==> src/rtl/gf2m_digit_mult_if.sv <==
// Operand/result bundle for the GF(2^M) field multiplier.
// The point-arithmetic controller is the master; the multiplier is the slave.
interface gf2m_digit_mult_if #(
   parameter int M = 163
);
   logic         start;
   logic [M-1:0] a;
   logic [M-1:0] b;
   logic         busy;
   logic         done;
   logic [M-1:0] c;

   modport master (output start, a, b, input busy, done, c);
   modport slave  (input start, a, b, output busy, done, c);
endinterface

==> src/rtl/gf2m_digit_mult.sv <==
// Digit-serial GF(2^M) polynomial-basis multiplier: consumes D bits of b per
// clock, MSB-first, with in-loop reduction by f(x) = x^M + POLY.
module gf2m_digit_mult #(
   parameter int           M    = 163,
   parameter int           D    = 2,
   parameter logic [M-1:0] POLY = 163'hC9
) (
   input logic              clk,
   input logic              rst_n,
   gf2m_digit_mult_if.slave bus
);
   localparam int N  = (M + D - 1) / D;
   localparam int NB = N * D;
   localparam int CW = $clog2(N);

   typedef enum logic {IDLE, RUN} state_t;

   state_t          state;
   logic [M-1:0]    a_r;
   logic [NB-1:0]   b_r;
   logic [M-1:0]    acc;
   logic [CW-1:0]   cnt;
   logic [M-1:0]    c_r;
   logic            busy_r;
   logic            done_r;

   logic [D-1:0]    digit;
   logic [M+D-1:0]  prod;
   logic [M-1:0]    acc_next;

   // Folds the D bits above x^(M-1) back in via x^M = POLY. POLY's top bit is
   // below M-D, so a single pass always lands inside M bits.
   function automatic logic [M-1:0] fold(input logic [M+D-1:0] v);
      logic [M-1:0] r;
      r = v[M-1:0];
      for (int i = 0; i < D; i++)
         if (v[M+i]) r = r ^ (POLY << i);
      return r;
   endfunction

   always_comb begin
      digit = b_r[NB-1 -: D];
      prod  = '0;
      for (int i = 0; i < D; i++)
         if (digit[i]) prod = prod ^ ({{D{1'b0}}, a_r} << i);
      acc_next = fold({acc, {D{1'b0}}}) ^ fold(prod);
   end

   // NOTE: all state below uses non-blocking assignments so every register
   // samples pre-edge values; blocking here would chain acc/b_r updates.
   always_ff @(posedge clk or negedge rst_n) begin
      if (!rst_n) begin
         state  <= IDLE;
         a_r    <= '0;
         b_r    <= '0;
         acc    <= '0;
         cnt    <= '0;
         c_r    <= '0;
         busy_r <= 1'b0;
         done_r <= 1'b0;
      end else begin
         done_r <= 1'b0;
         case (state)
            IDLE: begin
               if (bus.start) begin
                  a_r    <= bus.a;
                  b_r    <= NB'(bus.b);
                  acc    <= '0;
                  cnt    <= CW'(N - 1);
                  busy_r <= 1'b1;
                  state  <= RUN;
               end
            end
            RUN: begin
               acc <= acc_next;
               b_r <= b_r << D;
               if (cnt == '0) begin
                  c_r    <= acc_next;
                  done_r <= 1'b1;
                  busy_r <= 1'b0;
                  state  <= IDLE;
               end else begin
                  cnt <= cnt - CW'(1);
               end
            end
            default: state <= IDLE;
         endcase
      end
   end

   assign bus.busy = busy_r;
   assign bus.done = done_r;
   assign bus.c    = c_r;
endmodule

==> src/flat_wrapper.sv <==
// flat-port wrapper written by rule: the top's interface ports become plain ports
module gf2m_digit_mult_flat 
#(
   parameter int           M    = 163,
   parameter int           D    = 2,
   parameter logic [M-1:0] POLY = 163'hC9
)
  (clk, rst_n, bus_start, bus_a, bus_b, bus_busy, bus_done, bus_c);
  gf2m_digit_mult_if #(.M(M)) bus_i ();
  input logic clk;
  input logic rst_n;
  input wire logic [$bits(bus_i.start)-1:0] bus_start;
  input wire logic [$bits(bus_i.a)-1:0] bus_a;
  input wire logic [$bits(bus_i.b)-1:0] bus_b;
  output wire logic [$bits(bus_i.busy)-1:0] bus_busy;
  output wire logic [$bits(bus_i.done)-1:0] bus_done;
  output wire logic [$bits(bus_i.c)-1:0] bus_c;
  assign bus_i.start = bus_start;
  assign bus_i.a = bus_a;
  assign bus_i.b = bus_b;
  assign bus_busy = bus_i.busy;
  assign bus_done = bus_i.done;
  assign bus_c = bus_i.c;
  gf2m_digit_mult #(.M(M), .D(D), .POLY(POLY)) u_core (.clk(clk), .rst_n(rst_n), .bus(bus_i));
endmodule
==> config.mk <==
export PLATFORM = sky130hd
export DESIGN_NAME = gf2m_digit_mult_flat
export DESIGN_NICKNAME = d
export VERILOG_FILES = /design/src/rtl/gf2m_digit_mult_if.sv /design/src/rtl/gf2m_digit_mult.sv /design/src/flat_wrapper.sv
export SDC_FILE = /design/constraint.sdc
export NUM_CORES = 1
export LEC_CHECK = 0
export CAP_MARGIN = 5
export CORE_MARGIN = 8
export CORE_UTILIZATION = 49
export CTS_CLUSTER_SIZE = 12
export DETAILED_ROUTE_END_ITERATION = 16
export PLACE_DENSITY_LB_ADDON = 0.2
export SLEW_MARGIN = 20
export SYNTH_ARGS = -nofsm -noshare
export SYNTH_HDL_FRONTEND = slang
export SYNTH_SLANG_ARGS = --single-unit
export TNS_END_PERCENT = 50
==> constraint.sdc <==
create_clock -name clk -period 1.6 [get_ports clk]
set_input_delay 0.32 -clock clk [delete_from_list [all_inputs] [get_ports clk]]
set_output_delay 0.32 -clock clk [all_outputs]
set_load 0.1 [all_outputs]
After elaboration in Yosys (flattened, before gate mapping)
Cells that the tools add are included.
Cells by class
  multiplexer cells: 21
  add/subtract/negate cells: 1
  eq/ne operators: 3
  bitwise operators: 7
  reduce and logical (&&, ||, !) cells: 5
Operator list (number)
  case mux 164 bit (2 select lines): 1
  two-way mux 163 bit: 2
  case mux 163 bit (2 select lines): 1
  two-way mux 165 bit: 1
  XOR 165 x 164 -> 165 bit: 1
  two-way mux 164 bit: 1
  XOR 163 bit: 1
  two-way mux 9 bit: 2
  two-way mux 8 bit: 2
  inverter 4 bit: 4
  two-way mux 7 bit: 2
  case mux 7 bit (2 select lines): 1
  AND reduction 2 bit: 4
  logical NOT 7 bit: 1
  subtractor 7 x 1 -> 7 bit (second input constant): 1
  two-way mux 1 bit: 6
  != test 2 bit (second input constant): 3
  case mux 1 bit (2 select lines): 2
  inverter 1 bit: 1
Word-level totals
  input port bits: 329
  bits in registers: 663

Depth between registers and ports, before layout
  word-level depth: 9
  mapped depth: 8
  gate-level depth less buffers: 6

Worst setup path after synthesis
No wires, ideal clock.
  path kind: reg2reg
  start point: register u_core.cnt[0]
  end point: register u_core.c_r[140], in the netlist u_core.bus.c[140]
  cell stages (with the launch flop): 9
  arrival time: 1.551 ns
  data required time: 1.468 ns
  period minus slack after synthesis: 1.683 ns
  slack: -0.083 ns
  cell sequence: dfrtp_1 > inv_1 > ha_1 > nor3b_4 > nand3_4 > buf_2 > buf_2 > nand2_1 > o21ai_1
On the way
  cells in the longest elaborated chain, start to end: 2
RTL lines
  start: declaration: line gf2m_digit_mult.sv:22  | logic [CW-1:0] cnt;
  start signal: assignment: line gf2m_digit_mult.sv:69  | cnt <= CW'(N - 1);
  start signal: assignment: line gf2m_digit_mult.sv:83  | cnt <= cnt - CW'(1);
  logical NOT 7 bit: line gf2m_digit_mult.sv:77  | if (cnt == '0) begin
  AND reduction 2 bit (no source line)
  end signal: assignment: line gf2m_digit_mult.sv:78  | c_r <= acc_next;
  end: declaration: line gf2m_digit_mult.sv:23  | logic [M-1:0] c_r;
No other way between the ends.
A chain may end at the register's enable or synchronous reset.

Worst setup path in the final report
  start point: register u_core.cnt[1]
  end point: register u_core.c_r[13], in the netlist u_core.bus.c[13]
Same word-level chain as after synthesis.

==> metrics.yaml <==
grt_first_pass_wirelength_um: 137000
rows: 92
drive_gt1_share_pct: 21.8
clkLatencyLatePin_ns: 0.60
grt-ovfl-total: 0
die_w_um: 269
die-area_mm2: 0.0722
drtAntennaViolNets: 0
yosys.area.top_type: "dfrtp_1"
fin_skew_ns: 0.0243
first_global_vias: 23877
post-route-min-period_ns: 1.73
worstPathCellList: "inv_2, ha_4, nor3b_4, nand3_4, buf_8, buf_16, nand2_1, o21ai_0"
htreeDepth: 3
crit_path_start_kind: "flip-flop"
path_max_fanout: 11
gp_congestion: 0.854
cts.sinks: 663
port_buffers: 493
drc: 0
synth_cells: 2850
drt-vias-per-instance: 5.36
ir_drop_mv: 1.10
rrSetupSlack_ns: -0.13
p_leak_nw: 20.4
slew-limit-headroom_pct: 67.7
hold_class: "in -> async"
synth_area_leaders: "dfrtp_1 53%, nand2_1 10%, xnor3_1 8.6%, mux2_2 6.1%, mux2i_1 5.2%"
worstPathArrival_ns: 2.20
reg2regPathDepth: 8
syn-num-nets: 3180
slew_viol_final: 0
cts_tree: "yes"
num_vias: 22978
rsz0062_at_grt: "true"
cpMaxStageDelayCell: "dfrtp_1"
yosys_warnings: 0
multi_input_area_mm2: 0.0141
area_delta_synth_final_pct: 37.6
hpwl_um: 61500
max_freq_mhz: 579
layout.nets: 3709
ys_top_cells_by_count: "869 x nand2_1, 663 x dfrtp_1, 177 x o21ai_0, 169 x mux2_2, 163 x mux2i_1"
cts.path.max_buffers: 3
wl_per_cell_um: 21.3
yosysUniqueCellTypes: 41
wl_um: 91400
tightest_slew_ns: 0.485
netlist.area_leader.share_pct: 53.0
numCtsBuffers: 73
groute.usage.overall_pct: 24.1
dr.first_iter.drc_count: 1570
finalInstanceArea_mm2: 0.0431
cts_root_buf: "clkbuf_16"
seqCellArea_mm2: 0.0166
fin_crit_sh_pct: 108
postSynthAreaPerCell_um2: 11.0
cap_violations: 0
synth.most_common_cell: "nand2_1"
die_h_um: 269
hold_viol: 0
crit_type: "reg -> reg"
synth.cell_area_mm2: 0.0313
worst_ep_required_time_ns: 2.08
synth_edf_count: 0
io_pins: 494
fin_ws_ns: -0.129
placed_area_mm2: 0.0396
core-area_mm2: 0.0631
outcome: "finished, violations left"
ys_seq_elements: 663
synthFlopType: "dfrtp_1"
antenna_found_initial: 14
start_util_pct: 49.6
async_reset_ff_share_pct: 100
crit_path_max_incr_delay_ns: 0.41
grt_max_degree: 133
drt_first_pass_iters: 5
post-place-ws_ns: -0.186
setup_violations: 199
clkTransAtPathRegs_ns: 0.06
failed_checks: "negative setup slack"
worstSetupEndpointType: "flip-flop"
p_per_area_mw_per_mm2: 2380
p_total_mw: 102
seq_area_frac_synth_pct: 53.0
n_fill_cell: 4631
## per-stage QoR
stage	TNS [ns]	util [%]	hold WS (ns)	cells
after floorplan	-0.0888	-	0.0244	2850
after global placement	-4.48	62.7	0.184	4114
after detailed placement	-14.59	62.7	0.184	4114
after CTS	-9.01	67.0	0.144	4253
after global routing	-32.86	68.2	0.174	4284
final	-15.00	68.3	0.169	4290
## critical path, delay by kind of cell (launching register included)
kind,cells,cell delay [ns]
buffers and inverters,3,0.47
flip-flops,1,0.41
adder cells (fa/ha/maj),1,0.13
AO/OA/AOI/OAI,1,0.08
AND/OR/NAND/NOR,3,0.53
## path summary, 6_finish.rpt
path                                            start                      endpoint
setup / recovery            u_core.cnt[1]$_DFFE_PN0P_  u_core.bus.c[13]$_DFFE_PN0P_
hold / removal                                  rst_n    u_core.a_r[30]$_DFFE_PN0P_
setup reg to reg            u_core.cnt[1]$_DFFE_PN0P_  u_core.bus.c[13]$_DFFE_PN0P_
hold reg to reg            u_core.acc[80]$_DFFE_PN0P_    u_core.acc[80]$_DFFE_PN0P_
max in group asynchronous                       rst_n   u_core.bus.busy$_DFFE_PN0P_
min in group clk                            bus_start   u_core.acc[161]$_DFFE_PN0P_
## where the power goes
part	total, mW	leakage (nW)	switching, mW	internal [mW]
Sequential	31.9	8.33	7.03	24.8
Combinational	54.6	11.0	28.7	25.9
Clock	15.9	1.10	6.64	9.30
## cells by family after synthesis
family,Yosys count,share of synthesized area (%)
AND/OR/NAND/NOR,1070,14.5
flip-flops,663,53.0
AO/OA/AOI/OAI,377,6.29
multiplexers,332,11.3
XOR/XNOR,215,11.3
buffers and inverters,192,3.46
adder cells (fa/ha/maj),1,0.0400
## per-layer routing
| layer | GRT usage [%] | share of wire (%) | vias to the layer above |
|---|---|---|---|
| met5 | 0 | 0.030 | - |
| met1 | 30.9 | 39 | 11506 |
| met3 | 5.44 | 6.6 | 168 |
| met4 | 8.26 | 3.0 | 4 |
| met2 | 40.3 | 51 | 770 |
| li1 | - | - | 10530 |
## sequential cells by signal, indices dropped and copies added (netlist names)
name             cells
u_core.b_r         164
u_core.a_r         163
u_core.acc         163
u_core.bus.c       163
u_core.cnt           7
u_core.bus.busy      1
u_core.bus.done      1
u_core.state         1
## area by class of cell
class	instances	area share [%]
sequential	663	38.6
multi-input combinational	1996	32.8
timing repair buffer	640	20.9
clock buffer	114	5.05
tap	846	2.46
clock inverter	11	0.169
antenna	15	0.0872
inverter	5	0.0465
## cell usage in the layout, fill, tap and decap left out, drive strengths merged, types with 2 or more instances in the layout
| cell | Yosys | final |
|---|---|---|
| nand2 | 930 | 931 |
| dfrtp | 663 | 663 |
| clkdlybuf4s50 | 0 | 326 |
| o21ai | 323 | 323 |
| buf | 117 | 300 |
| mux2 | 169 | 169 |
| mux2i | 163 | 163 |
| clkbuf | 70 | 126 |
| xnor3 | 120 | 120 |
| nand2b | 119 | 119 |
| xnor2 | 51 | 51 |
| xor2 | 44 | 44 |
| o22ai | 38 | 38 |
| diode | 0 | 15 |
| clkinv | 1 | 8 |
| inv | 4 | 7 |
| a21o | 6 | 6 |
| nor2 | 6 | 6 |
| nor3b | 5 | 5 |
| a31oi | 4 | 4 |
| nor3 | 3 | 3 |
| or2 | 2 | 2 |
| a21oi | 2 | 2 |
| nand3b | 2 | 2 |
| a22o | 2 | 2 |
## what timing repair did
action | 4_1_cts | 5_1_grt
hold endpoints to repair | 147 | 0
gates cloned | 8 | 15
pin swaps | 4 | 23
hold buffers | 1 | 0
setup endpoints to repair | 201 | 331
gates resized for setup | 41 | 85
setup buffers | 5 | 7
No activity file was read; power rests on OpenSTA's default activity.
